File: config.mk
export PLATFORM = sky130hd
export DESIGN_NAME = gci_irq_queue
export DESIGN_NICKNAME = d
export VERILOG_FILES = /design/src/rtl/gci_irq_queue_pkg.sv /design/src/rtl/gci_irq_queue_mem.sv /design/src/rtl/gci_irq_queue.sv
export SDC_FILE = /design/constraint.sdc
export NUM_CORES = 1
export LEC_CHECK = 0
export ABC_AREA = 0
export CORE_UTILIZATION = 55
export DETAILED_ROUTE_END_ITERATION = 16
export PLACE_DENSITY = 0.77
export SLEW_MARGIN = 20
export SYNTH_ARGS = -nofsm -noshare
export SYNTH_HDL_FRONTEND = slang
export SYNTH_SLANG_ARGS = --single-unit
File: constraint.sdc
create_clock -name iCLOCK -period 4.9 [get_ports iCLOCK]
set_input_delay 0.735 -clock iCLOCK [delete_from_list [all_inputs] [get_ports iCLOCK]]
set_output_delay 0.735 -clock iCLOCK [all_outputs]
set_load 0.01 [all_outputs]
File: src/rtl/gci_irq_queue_pkg.sv
// rtl/gci_irq_queue_pkg.sv - shared GCI IRQ constants and helpers
package gci_irq_queue_pkg;

    // Interrupt number width used across the GCI interrupt path
    localparam int GCI_IRQ_NUM_W = 6;

    // Number reported when nothing meaningful is at the head
    localparam logic [GCI_IRQ_NUM_W-1:0] GCI_IRQ_INVALID = '0;

    // Default queue depth and its log2
    localparam int GCI_IRQ_Q_DEPTH   = 8;
    localparam int GCI_IRQ_Q_DEPTH_N = 3;

    // Eight-bit increment that sticks at 255
    function automatic logic [7:0] gci_sat_inc8(input logic [7:0] v);
        return (v == 8'hFF) ? v : v + 8'd1;
    endfunction

endpackage

File: src/rtl/gci_irq_queue_mem.sv
// rtl/gci_irq_queue_mem.sv - queue entry storage, one write port and one async read port
module gci_irq_queue_mem
    import gci_irq_queue_pkg::*;
#(
    parameter int P_DEPTH   = GCI_IRQ_Q_DEPTH,
    parameter int P_DEPTH_N = GCI_IRQ_Q_DEPTH_N,
    parameter int P_NUM_W   = GCI_IRQ_NUM_W
) (
    input  logic                 iCLOCK,
    input  logic                 iRESET,
    input  logic                 iWR_EN,
    input  logic [P_DEPTH_N-1:0] iWR_ADDR,
    input  logic [P_NUM_W-1:0]   iWR_DATA,
    input  logic [P_DEPTH_N-1:0] iRD_ADDR,
    output logic [P_NUM_W-1:0]   oRD_DATA
);

    logic [P_NUM_W-1:0] r_mem [P_DEPTH];

    // Entries are cleared on reset so the head reads as the invalid number afterwards
    always_ff @(posedge iCLOCK or posedge iRESET) begin
        if (iRESET) begin
            for (int i = 0; i < P_DEPTH; i++) begin
                r_mem[i] <= P_NUM_W'(GCI_IRQ_INVALID);
            end
        end else if (iWR_EN) begin
            r_mem[iWR_ADDR] <= iWR_DATA;
        end
    end

    assign oRD_DATA = r_mem[iRD_ADDR];

endmodule

File: src/rtl/gci_irq_queue.sv
// rtl/gci_irq_queue.sv - coalescing interrupt number FIFO between the GCI arbiter and the CPU
module gci_irq_queue
    import gci_irq_queue_pkg::*;
#(
    parameter int P_DEPTH   = GCI_IRQ_Q_DEPTH,
    parameter int P_DEPTH_N = GCI_IRQ_Q_DEPTH_N,
    parameter int P_NUM_W   = GCI_IRQ_NUM_W
) (
    input  logic                 iCLOCK,
    input  logic                 iRESET,
    input  logic                 iFLUSH,
    input  logic                 iIRQ_VALID,
    input  logic [P_NUM_W-1:0]   iIRQ_NUM,
    output logic                 oIRQ_ACK,
    output logic                 oCPU_IRQ_VALID,
    output logic [P_NUM_W-1:0]   oCPU_IRQ_NUM,
    input  logic                 iCPU_IRQ_ACK,
    output logic                 oEMPTY,
    output logic                 oFULL,
    output logic [P_DEPTH_N:0]   oCOUNT,
    output logic [7:0]           oCOALESCE_CNT
);

    localparam int                 LP_NUMS    = 1 << P_NUM_W;
    localparam logic [P_DEPTH_N:0] LP_FULL    = (P_DEPTH_N+1)'(P_DEPTH);
    localparam logic [P_DEPTH_N:0] LP_CNT_ONE = (P_DEPTH_N+1)'(1);
    localparam logic [P_DEPTH_N-1:0] LP_PTR_ONE = P_DEPTH_N'(1);

    logic [P_DEPTH_N-1:0] r_wptr;
    logic [P_DEPTH_N-1:0] r_rptr;
    logic [P_DEPTH_N:0]   r_count;
    logic [LP_NUMS-1:0]   r_pending;
    logic [7:0]           r_coal_cnt;

    logic [P_NUM_W-1:0]   w_head;
    logic                 w_empty;
    logic                 w_full;
    logic                 w_pop;
    logic                 w_hit;
    logic                 w_ack;
    logic                 w_push;
    logic                 w_coalesce;
    logic [LP_NUMS-1:0]   w_pending_nxt;

    gci_irq_queue_mem #(
        .P_DEPTH   (P_DEPTH),
        .P_DEPTH_N (P_DEPTH_N),
        .P_NUM_W   (P_NUM_W)
    ) u_mem (
        .iCLOCK   (iCLOCK),
        .iRESET   (iRESET),
        .iWR_EN   (w_push),
        .iWR_ADDR (r_wptr),
        .iWR_DATA (iIRQ_NUM),
        .iRD_ADDR (r_rptr),
        .oRD_DATA (w_head)
    );

    // Handshake decode: a pending number is only a duplicate if it is not leaving the head this cycle
    always_comb begin
        w_empty    = (r_count == '0);
        w_full     = (r_count == LP_FULL);
        w_pop      = iCPU_IRQ_ACK & ~w_empty & ~iFLUSH;
        w_hit      = iIRQ_VALID & r_pending[iIRQ_NUM] & ~(w_pop & (w_head == iIRQ_NUM));
        w_ack      = iIRQ_VALID & ~iFLUSH & ~iRESET & (w_hit | ~w_full);
        w_push     = w_ack & ~w_hit;
        w_coalesce = w_ack & w_hit;
    end

    // Pending bitmap update; the set follows the clear so a re-pushed number stays pending
    always_comb begin
        w_pending_nxt = r_pending;
        if (w_pop) begin
            w_pending_nxt[w_head] = 1'b0;
        end
        if (w_push) begin
            w_pending_nxt[iIRQ_NUM] = 1'b1;
        end
    end

    // Pointer, occupancy, bitmap and coalesce counter state; flush wins over push and pop
    always_ff @(posedge iCLOCK or posedge iRESET) begin
        if (iRESET) begin
            r_wptr     <= '0;
            r_rptr     <= '0;
            r_count    <= '0;
            r_pending  <= '0;
            r_coal_cnt <= '0;
        end else if (iFLUSH) begin
            r_wptr     <= '0;
            r_rptr     <= '0;
            r_count    <= '0;
            r_pending  <= '0;
            r_coal_cnt <= '0;
        end else begin
            if (w_push) begin
                r_wptr <= r_wptr + LP_PTR_ONE;
            end
            if (w_pop) begin
                r_rptr <= r_rptr + LP_PTR_ONE;
            end
            case ({w_push, w_pop})
                2'b10:   r_count <= r_count + LP_CNT_ONE;
                2'b01:   r_count <= r_count - LP_CNT_ONE;
                default: r_count <= r_count;
            endcase
            r_pending <= w_pending_nxt;
            if (w_coalesce) begin
                r_coal_cnt <= gci_sat_inc8(r_coal_cnt);
            end
        end
    end

    assign oIRQ_ACK       = w_ack;
    assign oCPU_IRQ_VALID = ~w_empty;
    assign oCPU_IRQ_NUM   = w_head;
    assign oEMPTY         = w_empty;
    assign oFULL          = w_full;
    assign oCOUNT         = r_count;
    assign oCOALESCE_CNT  = r_coal_cnt;

endmodule

Yosys cells after proc, flatten, opt, wreduce, memory -nomap -nowiden
Cells that the tools add are included.

word-level totals
  register bits after elaboration = 130
  bits in latches = 0
  RAM bits = 0
  ROM bits = 0
  input bits = 11
  output and inout port bits = 22
  logic and storage cells = 86
  memories = 0

cells by class
  add/subtract/negate cells = 5
  $mul = 0
  div/mod/pow operators = 0
  magnitude comparators = 7
  equality and inequality tests = 6
  shifts and indexed selects = 0
  muxes and demuxes = 24
  bitwise logic cells = 22
  reductions and logical operators = 9

operator list
  cell                                                  number
  two-way mux 64 bit                                    3
  AND 64 bit                                            1
  inverter 64 bit                                       1
  bitwise OR 64 bit                                     1
  bitwise mux 48 bit                                    1
  two-way mux 8 bit                                     3
  binary-select mux 6 bit (select 3 bit)                1
  demux 6 bit (select 3 bit)                            1
  two-way mux 6 bit                                     3
  < comparator 6 x 7 -> 1 bit (second input constant)   2
  demux 1 bit (select 6 bit)                            2
  >= comparator 6 x 1 -> 1 bit (second input constant)  2
  two-way mux 3 bit                                     4
  AND 1 bit                                             10
  adder 8 x 1 -> 8 bit (second input constant)          1
  == test 8 bit (second input constant)                 1
  >= comparator 4 bit (second input constant)           2
  inverter 3 -> 4 bit                                   2
  one-hot mux 4 bit (2 select lines)                    1
  adder 3 x 1 -> 3 bit (second input constant)          2
  binary-select mux 1 bit (select 6 bit)                1
  == test 6 bit                                         1
  inverter 1 bit                                        6
  nonzero test 2 bit                                    3
  14 further kinds                                      18

Logic depth before layout (Yosys ltp)
Gate-level depths: netlist (run 1).

  depth after elaboration = 14
  gate-level depth with buffers = 18
  gate-level depth less buffers = 14

Modules after synthesis
From an unflattened synthesis (run 1), not the netlist that was laid out.

second synthesis, totals
  cells, all modules = 695
  area, all modules = 7239.4 um2

modules (own cells, without submodules)
  module             times used  cells an instance  area each (um2)  seq. area each (um2)
  gci_irq_queue      1           562                4971.0           2052.0
  gci_irq_queue_mem  1           133                2268.4           1201.2

Least setup slack after synthesis (run 1)
No wires, ideal clock.

  path type = input port to output port
  start point = input port iRESET
  end point = output port oIRQ_ACK
  arrival = 3.992 ns
  required time = 4.165 ns
  path slack = 0.173 ns
  stages on the path = 3
  path buffers = 0
  cell sequence = inv_1 > nand3b_1 > a21oi_1

on the way
  cells in the longest elaborated chain, start to end = 3

RTL lines
  what                     line                 source
  from (decl)              gci_irq_queue.sv:10  input logic iRESET,
  inverter 1 bit           gci_irq_queue.sv:65  w_ack = iIRQ_VALID & ~iFLUSH & ~iRESET & (w_hit | ~w_full);
  AND 1 bit (2 in series)  gci_irq_queue.sv:65
  to (decl)                gci_irq_queue.sv:14  output logic oIRQ_ACK,

No other way between the ends.

Worst setup path after layout (run 1)
  start point = input port iIRQ_NUM[0]
  end point = output port oIRQ_ACK

on the way
  cells in the longest elaborated chain, start to end = 6
  elaborated cells between the ends (all ways) = 9
  classes of those cells = eq/ne: 1; mux: 2; bitwise: 6

RTL lines
  what                                                                            line                 source
  from (decl)                                                                     gci_irq_queue.sv:13  input logic [P_NUM_W-1:0] iIRQ_NUM,
  binary-select mux 1 bit (select 6 bit) / == test 6 bit (equally long branches)  gci_irq_queue.sv:64  w_hit = iIRQ_VALID & r_pending[iIRQ_NUM] & ~(w_pop & (w_head == iIRQ_NUM));
  two-way mux 1 bit (not written as such) / AND 1 bit (equally long branches)     gci_irq_queue.sv:64
  AND 1 bit / inverter 1 bit (equally long branches)                              gci_irq_queue.sv:64
  AND 1 bit *                                                                     gci_irq_queue.sv:64
  bitwise OR 1 bit *                                                              gci_irq_queue.sv:65
  AND 1 bit *                                                                     gci_irq_queue.sv:65

Mark *: on every way between the ends. The rest lies on a longest branch, timed or not. The select of a mux whose other input is x is not followed.

==> results.txt, run 1 <==
The run finished with clean final reports. The compound-gate portion of the synthesized area was 0.162. The worst setup path is captured at an output pin. Global-route wire length before repair: 33500 µm. After the first detailed-routing iteration, the DRC count stood at 849.

During placement, the flow inserted port buffers numbering 32. The clock passes through at most 2 buffers. The clock transition at the registers of the reported paths is 0.06 ns. The post-detailed-route wirelength per cell is 22.7 µm, and the maximum operating frequency is 0.222 GHz. The setup path with the least slack is of type in -> out. The kind of cell with the highest combined delay along the critical path is buffers and inverters. For the leakage power total, the log shows 3.52 nW.

The repair_antennas step left the layout with diodes totalling 0. The number of cells after detailed placement is 897, and the clock skew after layout is 0.00768 ns. After synthesis, the mean cell area works out to 9.89 µm².

STA classifies the critical path startpoint as a primary input. The number of setup buffers added after CTS is 0. After layout, the minimum clock period comes to 4.50 ns.

The number of hold buffers added after CTS was 0. The fraction of registers with async set or reset after synthesis was 1.00. The synthesis-to-layout area growth is 15.6%.

The most used flip-flop cell after synthesis is dfrtp_1. Ratio of final minimum period to clock period: 0.919. The run gives 41 as the site row count.

The synthesized design contains 130 register bits. The initial antenna violation count is 0, and the number of unique standard cell types used by synthesis is 65. The cell that appears most often on the critical path is clkdlybuf4s50_1. Once detail routing completed, the nets flagged for antenna violations numbered 0. Number of levels in the clock H-tree: 4. The clock root buffer is clkbuf_16. The critical path goes through clkdlybuf4s50_1 -> buf_4 -> nand2b_1 -> o22ai_1 -> o311ai_0 -> o2111ai_1 -> or3_1 -> nand3_1 -> a21oi_1 -> clkdlybuf4s50_1.

From left edge to right edge, the die measures 116 µm. For this run, the number of Yosys warnings is 0. Fraction of the mapped netlist area in adder cells: 0.00871. The final route contains 6283 vias.

After detailed routing, the total wire length is 21100 µm. The post-synthesis share of cell area spent on xor and xnor gates is 0.00976, and the instance count of the mapped netlist is 726. Counting every net in the synthesized netlist gives 742. Before antenna repair, the detailed router went through 7 iterations. Of all cell types, the one taking the most synthesized area is dfrtp_1. Overall power: 3.69 mW. Data on the critical path is required at its endpoint by 4.16 ns. The run gives 928 as the number of non-filler instances in the completed layout. In this run the cell area of the synthesized design comes to 0.00718 mm².

Setup repair after global routing left no endpoint under its margin. The run gives 0 as the DRC violation count after routing. Summed over all failing endpoints, the final setup total negative slack is 0 ns. The count of endpoints failing hold in the final timing report was 0; the power density over the cells was 445 mW/mm².

Entering global routing, the biggest net connects 82 pins. The count of pins over their slew limit is 0, and the proportion of layout cells with a drive suffix above 1 is 0.175. The run gives 33 as the I/O pin count. Data on the critical path arrives at its endpoint at 3.77 ns.

The logs give 0.453 for the sequential fraction of the synthesis area and 0.961 for the routability-driven placement congestion ratio. After synthesis, the cell types taking the most area are dfrtp_1 (45%), mux2_2 (8.8%), nand3_1 (5.5%), a21oi_1 (5.4%), o21ai_0 (5.1%). Across the VDD grid, the largest voltage drop is 0.303 mV. The area of the core region was 0.0127 mm². TritonCTS built the clock tree. Dividing the detail-routed via count by the number of cells gives 6.77. Global routing finished with a remaining overflow of 0. Measured slew at the worst slew-check pin: 0.946 ns. Number of max-cap violations: 0. The run gives 17 as the number of clock buffers inserted by TritonCTS.

The slowest stage of the critical path belongs to the cell clkdlybuf4s50_1. For the relative slew slack, the log shows 0.367. At the placement stage, the worst setup path has a slack of 0.0822 ns.

The delay of the slowest critical-path stage came out at 0.60 ns. The worst hold path belongs to the class reg -> reg. The proportion of synthesized area in mux cells was 0.151. After synthesis, the largest family of logic cells by area is simple AND/OR/NAND/NOR gates.

Setup violations remaining at the end of the flow were counted as 0. The area share of and/or/nand/nor cells after synthesis works out to 0.173. The number of buffers and inverters on the critical path is 3, and the insertion delay of the later-clocked pin in the worst-skew pair is 0.43 ns. The combined global-route utilization of all metal layers was 0.333. The via count of the first global-routing pass was 6159. The clock sink count came out at 130. The final layout contains 760 nets.

The fraction of synthesized cell area taken by the top area cell type is 0.453, and the largest fanout of any net on the critical path is 25. The floorplan step defined a die boundary enclosing 0.0135 mm². Starting density of the core: 0.567. Yosys mapped a number of flops with a built-in enable equal to 0. The wire-length estimate of the detail-placed layout is 13800 µm. In this run, post-CTS repair resized a total of 0 instances. The die is 116 µm tall.

In the post-route analysis, the smallest setup slack over all paths is 0.399 ns.
## area by class of cell
type / instances / area, µm²
clock inverters: 9 / 178
fillers: 966 / 4370
inverters: 10 / 40.0
flip-flops and latches: 130 / 3250
well taps: 172 / 215
repair buffers: 55 / 517
multi-input cells: 530 / 3630
clock buffers: 22 / 474
## worst reg2reg max path, cell delays in order (launching register included)
cell,delay (ns)
dfrtp_1,0.53
nor2b_1,0.56
a22oi_1,0.27
a21o_1,0.26
a221oi_2,0.42
nand4_1,0.34
nand2_2,0.29
nor2_1,0.10
ha_1,0.38
and2_1,0.19
a21oi_1,0.09
nor3_1,0.15
o22a_1,0.17
mux2_2,0.33
## sequential cells by signal (all words and copies together) (netlist names)
signal	flops
r_rptr	3
oCOUNT	4
u_mem.r_mem	48
r_pending	64
oCOALESCE_CNT	8
r_wptr	3
## metal layers
metal / global-route usage / share of wire / wire (µm) / vias to the layer above
met5: 0 / 0 / 0 / -
met2: 0.505 / 0.47 / 9910 / 381
met4: 0.156 / 0.031 / 650 / 0
met3: 0.106 / 0.11 / 2220 / 68
met1: 0.436 / 0.39 / 8330 / 3097
li1: - / - / - / 2737
## synth_stat cells, types with 4 or more instances
| master | instances |
|---|---|
| mux2_2 | 56 |
| buf_2 | 15 |
| mux2_1 | 6 |
| a22o_1 | 6 |
| and2_1 | 4 |
| clkbuf_1 | 29 |
| nand4_1 | 14 |
| mux4_2 | 6 |
| or3_1 | 4 |
| buf_1 | 6 |
| nand2_1 | 27 |
| xnor2_1 | 5 |
| mux2i_1 | 23 |
| dfrtp_1 | 130 |
| nor2_1 | 28 |
| or4_1 | 6 |
| nand3_1 | 79 |
| o31ai_1 | 5 |
| inv_1 | 10 |
| nor2b_1 | 6 |
| and3_1 | 7 |
| nand2b_1 | 9 |
| a21oi_1 | 78 |
| nor4_1 | 5 |
| o22a_1 | 4 |
| a221oi_1 | 5 |
| o22ai_1 | 7 |
| o21ai_0 | 73 |
| nor3_1 | 10 |
| ha_1 | 5 |
## through the flow
step | hold slack (ns) | instance area (µm²) | utilization
3_3_place_gp | 0.463 | 7650 | 0.604
3_5_place_dp | 0.475 | 7650 | 0.604
6_report | 0.488 | 8310 | 0.655
4_1_cts | 0.488 | 8300 | 0.655
2_1_floorplan | 0.453 | 7180 | -
5_1_grt | 0.510 | 8310 | 0.655
## layout by cell type (no fill, tap or decap), types with 9 or more instances in the layout
| cell | n |
|---|---|
| dfrtp_1 | 130 |
| nand2b_1 | 9 |
| clkbuf_16 | 17 |
| nor3_1 | 10 |
| inv_1 | 9 |
| mux2i_1 | 23 |
| nand4_1 | 14 |
| o21ai_0 | 73 |
| nand2_1 | 27 |
| nor2_1 | 28 |
| buf_4 | 20 |
| nand3_1 | 79 |
| a21oi_1 | 78 |
| mux2_2 | 56 |
| clkdlybuf4s50_1 | 31 |
## path summary, 6_finish.rpt
kind / start / end / slack [ns] / cells past startpoint
hold reg to reg: u_mem.r_mem[20] / u_mem.r_mem[20] / 0.49 / 1
min in group asynchronous: iRESET / oCOALESCE_CNT[6] / 0.77 / 2
setup reg to reg: r_rptr[0] / oCOUNT[3] / 0.71 / 13
hold / removal: u_mem.r_mem[20] / u_mem.r_mem[20] / 0.49 / 1
setup / recovery: iIRQ_NUM[0] / oIRQ_ACK / 0.40 / 10
max in group asynchronous: iRESET / r_pending[27] / 2.93 / 3
## logic make-up (layout without fill, tap and decap cells)
family | count (synthesis) | after routing
flip-flops | 130 | 130
XOR/XNOR | 8 | 8
buffers and inverters | 66 | 96
multiplexers | 92 | 92
AND/OR/NAND/NOR | 225 | 225
AO/OA/AOI/OAI | 200 | 200
adder cells (fa/ha/maj) | 5 | 5
## power breakdown
| part | switching (mW) | total, mW | internal (mW) |
|---|---|---|---|
| sequential | 0.0647 | 1.20 | 1.14 |
| clock | 0.469 | 1.41 | 0.939 |
| combinational | 0.687 | 1.08 | 0.394 |
| total | 1.22 | 3.69 | 2.47 |
Power figures use the tool's default switching activity.
==> run 2, diff against run 1 <==
--- a/config.mk
+++ b/config.mk
@@ -9,6 +9,7 @@
 export CORE_UTILIZATION = 55
 export DETAILED_ROUTE_END_ITERATION = 16
 export PLACE_DENSITY = 0.77
+export RECOVER_POWER = 25
 export SLEW_MARGIN = 20
 export SYNTH_ARGS = -nofsm -noshare
 export SYNTH_HDL_FRONTEND = slang
==> run 2 against run 1 <==
Effect of this change: the flow now finishes with violations (max-capacitance violations, max-slew violations); critical path depth unchanged; power hardly changed; clock power hardly changed; hold slack improved by 0.00079 ns; combinational power is essentially flat; cell count is the same; cell area about the same; critical endpoint unchanged; fmax is 0.42% lower; first-iteration DRC count decreased by 3.2%.
==> results.txt, run 2 (synthesis results as in run 1) <==
The worst register-to-register path begins at r_rptr[0]. Clock root buffer: clkbuf_16. The register with the most flip-flops in the final layout is r_pending. For the insertion delay of the later-clocked pin in the worst-skew pair, the log shows 0.43 ns (about the same). The flip-flop count of the largest register after layout was 64 (unchanged); the number of failing setup endpoints in the final timing report was 0 (unchanged).

The site row count came out at 41 (unchanged). The worst voltage drop across the vdd grid came out at 0.304 mV (+0.34%). The worst setup path is captured at an output pin. The maximum number of pins on one net before global-route repair was 82 (unchanged). For the clock tree buffer depth, the log shows 2 (unchanged). The clock group share of total power came out at 0.382 (about the same). The final reports fail on max-capacitance violations, max-slew violations. The share of total power in combinational logic came out at 0.293 (about the same). The die extent in x came out at 116 µm (unchanged). The switching component of the power is 1.22 mW (+0.35%), and the vias per cell is 6.77 (about the same). The starting density of the core was 0.567 (unchanged). Setup repair after global routing left no endpoint under its margin. The largest fanout of any net on the critical path came out at 25 (unchanged). Sink of the worst hold path: u_mem.r_mem[20].

The tools report the critical path arrival as 3.78 ns (about the same). The most common cell after layout, fill and taps aside was dfrtp_1. For the pre-CTS worst setup slack, the log shows 0.0822 ns (unchanged).

The final period demand of the worst path works out to 4.52 ns (+0.0189 ns). The total iterations of the first detailed-routing run is 6 (-1). For the half-perimeter wire length after placement, the log shows 13800 µm (unchanged). STA classifies the critical path startpoint as a primary input. The tools report the number of max-cap violations as 1 (+1). The run gives 0 (unchanged) as the count of hold buffers inserted by post-cts repair. For the overall routed net length, the log shows 21000 µm (-0.41%).

Maximum operating frequency: 0.221 GHz (-0.42%). Leakage power total: 3.53 nW (+0.21%). Startpoint of the lowest-slack hold path: u_mem.r_mem[20]. The I/O pin count was 33 (unchanged); the number of antenna cells inserted was 0 (unchanged). The number of buffers added on ports is 32 (unchanged), and the total number of vias is 6287 (+0.064%). The post-detailed-route wirelength per cell is 22.6 µm (-0.41%). In this run the critical register-to-register path is captured at oCOUNT[3]. The number of nets in the final layout was 760 (unchanged). For the global-route wire length before repair, the log shows 33500 µm (unchanged).

In the layout the commonest cells are dfrtp_1 (130), nand3_1 (79), a21oi_1 (78), o21ai_0 (73), mux2_2 (56). The relative slew slack was -0.346 (-0.714); the count of endpoints failing hold in the final timing report was 0 (unchanged). The run gives 0.67 ns (-0.04 ns) as the setup slack of the worst register-to-register path. The initial antenna violation count is 0 (unchanged), and the sum of negative setup slack is 0 ns (unchanged). The via count of the first global-routing pass was 6159 (unchanged); the overall die height was 116 µm (unchanged). The final worst setup slack was 0.380 ns (-0.0189 ns); the number of post-CTS setup repair buffers was 0 (unchanged). The core utilization of the finished layout is 0.655 (about the same), and the switching part of the total is 0.332 (+0.00101). Clock skew after layout: 0.00801 ns (+0.000333 ns). The worst hold path belongs to the class reg -> reg.

The ratio of final minimum period to clock period works out to 0.922 (+0.00386). Die area: 0.0135 mm² (unchanged). TritonCTS built the clock tree.

The violation count after the first detailed-routing iteration is 822 (-3.2%), and the routability-driven placement congestion ratio is 0.961 (unchanged). The area of the core region is 0.0127 mm² (unchanged). The synthesis-to-layout area growth is 15.6% (about the same). The fraction of power consumed by sequential logic is 0.325 (about the same), and the measured slew at the worst slew-check pin is 2.02 ns (+1.07 ns). The number of stages on the worst hold path is 1 (unchanged). The run gives 4.16 ns (about the same) as the worst endpoint required time. The clock transition at the registers of the reported paths was 0.06 ns (about the same); the internal power was 2.47 mW (-0.10%). Combined global-route utilization of all metal layers: 0.333 (unchanged). The overall overflow remaining after global route was 0 (unchanged).

The clock sink count is 130 (unchanged), and the post-route antenna net violation count is 0 (unchanged). The number of levels in the clock H-tree was 4 (unchanged). The cell count of the worst reg-to-reg path works out to 13 (unchanged). Number of clock buffers inserted by TritonCTS: 17 (unchanged). The worst setup path is of the in -> out kind.

The run gives 0 (unchanged) as the number of resized instances in the post-cts repair step. The count of pins over their slew limit is 82 (+82). The run finished, with violations left.

The proportion of layout cells with a drive suffix above 1 was 0.175 (unchanged). The power density over the cells is 445 mW/mm² (+0.12%). The run gives 0 (unchanged) as the DRC violation count after routing.
## run 2: cell types whose count changed in the layout (fill, tap and decap cells not counted), sizes merged
cell	change
buf	-1
clkbuf	+1
clkdlybuf4s50	-4
dlygate4sd3	+4
## run 2: per-layer routing
metal | track usage | wire [µm] | vias to the layer above
li1 | - | - | 2731
met1 | 0.436 | 8350 | 3119
met2 | 0.505 | 9760 | 365
met3 | 0.106 | 2190 | 72
met4 | 0.156 | 716 | 0
met5 | 0 | 0 | -
## run 2: critical path, stage by stage
cell,delay [ns]
clkdlybuf4s50_1,0.60
buf_4,0.32
nand2b_1,0.24
o22ai_1,0.11
o311ai_0,0.38
o2111ai_1,0.26
or3_1,0.41
nand3_1,0.14
a21oi_1,0.08
clkdlybuf4s50_1,0.51
## run 2: how the worst max path moves through the flow
stage / startpoint / end / slack [ns] / depth (start not counted)
after floorplan: iRESET / oIRQ_ACK / 0.17 / 3
after global placement: iIRQ_NUM[1] / oCOUNT[3] / 0.22 / 14
after detailed placement: iIRQ_NUM[1] / oCOUNT[3] / 0.08 / 14
after CTS: iIRQ_NUM[0] / oIRQ_ACK / 0.44 / 10
after global routing: iIRQ_NUM[0] / oCOUNT[3] / 0.15 / 15
final: iIRQ_NUM[0] / oIRQ_ACK / 0.38 / 10
## run 2: metrics by stage
stage,hold WS [ns],power (mW),instances,instance area (µm²)
2_1_floorplan,0.453,1.85,726,7180
3_3_place_gp,0.463,2.23,897,7650
3_5_place_dp,0.475,2.25,897,7650
4_1_cts,0.488,3.67,928,8300
5_1_grt,0.510,3.82,928,8300
6_report,0.489,3.69,928,8300
## run 2: power groups by stage
stage	Clock [mW]	Sequential, mW	Combinational [mW]
global route	1.46	1.21	1.15
CTS	1.41	1.20	1.05
finish	1.41	1.20	1.08
global placement	0	1.21	1.02
detailed placement	0	1.22	1.04
floorplan	0	1.20	0.657
## run 2: area by class of cell
type | count | area [µm²]
fill | 968 | 4370
multi-input combinational | 530 | 3630
sequential | 130 | 3250
timing repair buffer | 55 | 510
clock buffer | 22 | 474
tap | 172 | 215
clock inverter | 9 | 178
inverter | 10 | 40.0
==> run 3, diff against run 2 <==
--- a/config.mk
+++ b/config.mk
@@ -6,9 +6,9 @@
 export NUM_CORES = 1
 export LEC_CHECK = 0
 export ABC_AREA = 0
-export CORE_UTILIZATION = 55
+export CORE_UTILIZATION = 45
 export DETAILED_ROUTE_END_ITERATION = 16
-export PLACE_DENSITY = 0.77
+export PLACE_DENSITY = 0.65
 export RECOVER_POWER = 25
 export SLEW_MARGIN = 20
 export SYNTH_ARGS = -nofsm -noshare
==> run 3 against run 2 <==
Effect of this change: cell area decreased by 0.29%; hold slack got worse by 0.0052 ns; largest power group is now registers; global-route usage decreased by 5.8 points; fmax decreased by 0.64%; routed wire length increased by 1.7%; via count decreased by 2.0%; the run now ends clean; die area increased by 22%; clock power decreased by 15%; worst setup slack got worse by 0.029 ns; non-clock buffer count increased by 3; largest cell class unchanged; sequential power about the same; combinational power about the same.
==> results.txt, run 3 (synthesis results as in run 1) <==
The library cell used most frequently in the layout, excluding fill and tap cells, is dfrtp_1. The startpoint of the lowest-slack hold path is u_mem.r_mem[19]. The site row count was 45 (+9.8%). For the insertion delay of the later-clocked pin in the worst-skew pair, the log shows 0.42 ns (about the same).

Largest fanout of any net on the critical path: 12 (-52%). The number of resized instances in the post-cts repair step was 0 (unchanged). The maximum operating frequency came out at 0.220 GHz (-0.64%). The relative slew slack is 0.264 (+0.611). The number of buffers added on ports was 32 (unchanged); the global-route wire length before repair was 33800 µm (+0.78%). The overall overflow remaining after global route was 0 (unchanged); the measured slew at the worst slew-check pin was 1.10 ns (-0.920 ns). The violation count after the first detailed-routing iteration is 674 (-18%), and the number of stages on the worst hold path is 1 (unchanged).

The tools report the routability-driven placement congestion ratio as 0.943 (-1.9%). The worst hold path terminates at u_mem.r_mem[19]. The number of max-cap violations is 0 (-1). The clock root buffer was clkbuf_16. The total iterations of the first detailed-routing run came out at 6 (unchanged). For the post-route antenna net violation count, the log shows 0 (unchanged). The half-perimeter wire length after placement was 14300 µm (+3.9%). STA classifies the critical path endpoint as an output pin. The count of endpoints failing hold in the final timing report is 0 (unchanged), and the maximum number of pins on one net before global-route repair is 72 (-12%). For the number of post-CTS setup repair buffers, the log shows 0 (unchanged). The final period demand of the worst path works out to 4.55 ns (+0.0292 ns). Setup slack of the worst register-to-register path: 0.78 ns (+0.11 ns). The overall power was 3.46 mW (-6.3%); the number of cells after detailed placement was 939 (+4.7%). Die area: 0.0165 mm² (+22%).

The logs give 0 ns (unchanged) for the sum of negative setup slack and 0.467 (-0.0996) for the starting density of the core. The number of levels in the clock H-tree came out at 4 (unchanged). The count of pins over their slew limit was 0 (-100%). Setup repair after global routing left no endpoint under its margin.

The run gives 0 (unchanged) as the DRC violation count after routing. The number of non-filler instances in the completed layout came out at 971 (+4.6%). In the layout the commonest cells are dfrtp_1 (130), nand3_1 (79), a21oi_1 (78), o21ai_0 (73), mux2_2 (56). The clock transition at the registers of the reported paths was 0.06 ns (about the same); the overall routed net length was 21400 µm (+1.7%). The overall die height is 128 µm (+10%). The flow ran to the end, and the final reports show no timing, DRC or antenna violations. The synthesis-to-layout area growth is 15.2%.

The tools report the initial antenna violation count as 0 (unchanged). The register with the most flip-flops is r_pending. Flip-flop count of the largest register after layout: 64 (unchanged).

The worst register-to-register path begins at r_rptr[1]. The worst flop-to-flop path endpoint was oCOUNT[3]. The run gives 0.275 (-0.0580) as the combined global-route utilization of all metal layers. The total number of vias was 6163 (-2.0%); the worst endpoint required time was 4.16 ns (about the same).

The number of clock buffers inserted by TritonCTS is 17 (unchanged). The tools report the I/O pin count as 33 (unchanged). The worst setup path is launched from a primary input.

TritonCTS built the clock tree. The run gives 0.0154 mm² (+21%) as the area of the core region. The clock skew after layout is 0.0101 ns (+0.00207 ns), and the cell count of the worst reg-to-reg path is 13 (unchanged). Worst setup path category: in -> out. The min-delay analysis places its worst path in the category reg -> reg.

The logs give 2 (unchanged) for the clock tree buffer depth and 0.220 mV (-28%) for the worst voltage drop across the vdd grid. For the minimum hold slack, the log shows 0.483 ns (-0.00524 ns). The number of nets in the final layout was 763 (+0.39%); the power density over the cells was 418 mW/mm² (-6.0%). Proportion of layout cells with a drive suffix above 1: 0.179 (+0.00458). The vias per cell was 6.35 (-6.3%). Ratio of final minimum period to clock period: 0.928 (+0.00597). The post-detailed-route wirelength per cell is 22.0 µm (-2.8%), and the die extent in x is 128 µm (+10%).

The run gives 3.51 nW (-0.46%) as the leakage power total. The logs give 130 (unchanged) for the clock sink count and 6039 (-1.9%) for the via count of the first global-routing pass. The number of failing setup endpoints in the final timing report was 0 (unchanged). The count of hold buffers inserted by post-cts repair was 0 (unchanged); the critical path arrival was 3.81 ns (+0.03 ns).
## run 3: cell types whose count changed in the layout (fill, tap and decap cells not counted), moves of 2 or more
cell	change
bufinv_16	-4
buf_4	+4
dlygate4sd3_1	+5
clkinv_2	+2
inv_6	+2
clkdlybuf4s50_1	-5
clkinv_4	+2
clkbuf_8	-2
## run 3: how the worst max path moves through the flow
| stage | start | to | slack, ns | cells after the start |
|---|---|---|---|---|
| after detailed placement | iIRQ_NUM[0] | oCOUNT[3] | 0.16 | 14 |
| after global routing | iIRQ_NUM[0] | oIRQ_ACK | 0.23 | 9 |
| after CTS | iIRQ_NUM[0] | oIRQ_ACK | 0.41 | 9 |
| final | iIRQ_NUM[0] | oIRQ_ACK | 0.35 | 9 |
| after global placement | iIRQ_NUM[0] | oCOUNT[3] | 0.21 | 14 |
| after floorplan | iRESET | oIRQ_ACK | 0.17 | 3 |
## run 3: through the flow
| stage | setup WS [ns] | area (µm²) | utilization |
|---|---|---|---|
| global placement | 0.208 | 7720 | 0.502 |
| finish | 0.351 | 8280 | 0.538 |
| floorplan | 0.173 | 7180 | - |
| CTS | 0.405 | 8270 | 0.538 |
| global route | 0.228 | 8270 | 0.538 |
| detailed placement | 0.160 | 7720 | 0.502 |
## run 3: layout make-up
| class | count | area, µm² |
|---|---|---|
| diodes | 1 | 2.50 |
| clock buffers | 19 | 443 |
| clock inverters | 12 | 110 |
| flip-flops and latches | 130 | 3250 |
| inverters | 10 | 38.8 |
| well taps | 211 | 264 |
| multi-input cells | 530 | 3630 |
| fillers | 1353 | 7100 |
| repair buffers | 58 | 536 |
## run 3: critical path, cell delays in order
cell and delay, ns:
clkdlybuf4s50_1 0.79, mux4_2 0.56, and3_1 0.20, a211oi_1 0.19, o2111ai_1 0.21, or3_1 0.41, nand3_1 0.13, a21oi_1 0.08
clkdlybuf4s50_1 0.51
## run 3: per-layer routing
metal,part of all wire,global-route usage,up-vias,wire (µm)
met5,0,0,-,0
met1,0.43,0.365,3039,9190
met4,0.035,0.126,0,749
met3,0.086,0.0819,62,1830
met2,0.45,0.416,311,9610
li1,-,-,2751,-
## run 3: report_power, final
part | leakage (nW) | total (mW) | internal, mW | switching (mW)
Clock | 0.262 | 1.20 | 0.708 | 0.493
Sequential | 1.79 | 1.21 | 1.14 | 0.0742
Combinational | 1.46 | 1.05 | 0.395 | 0.654
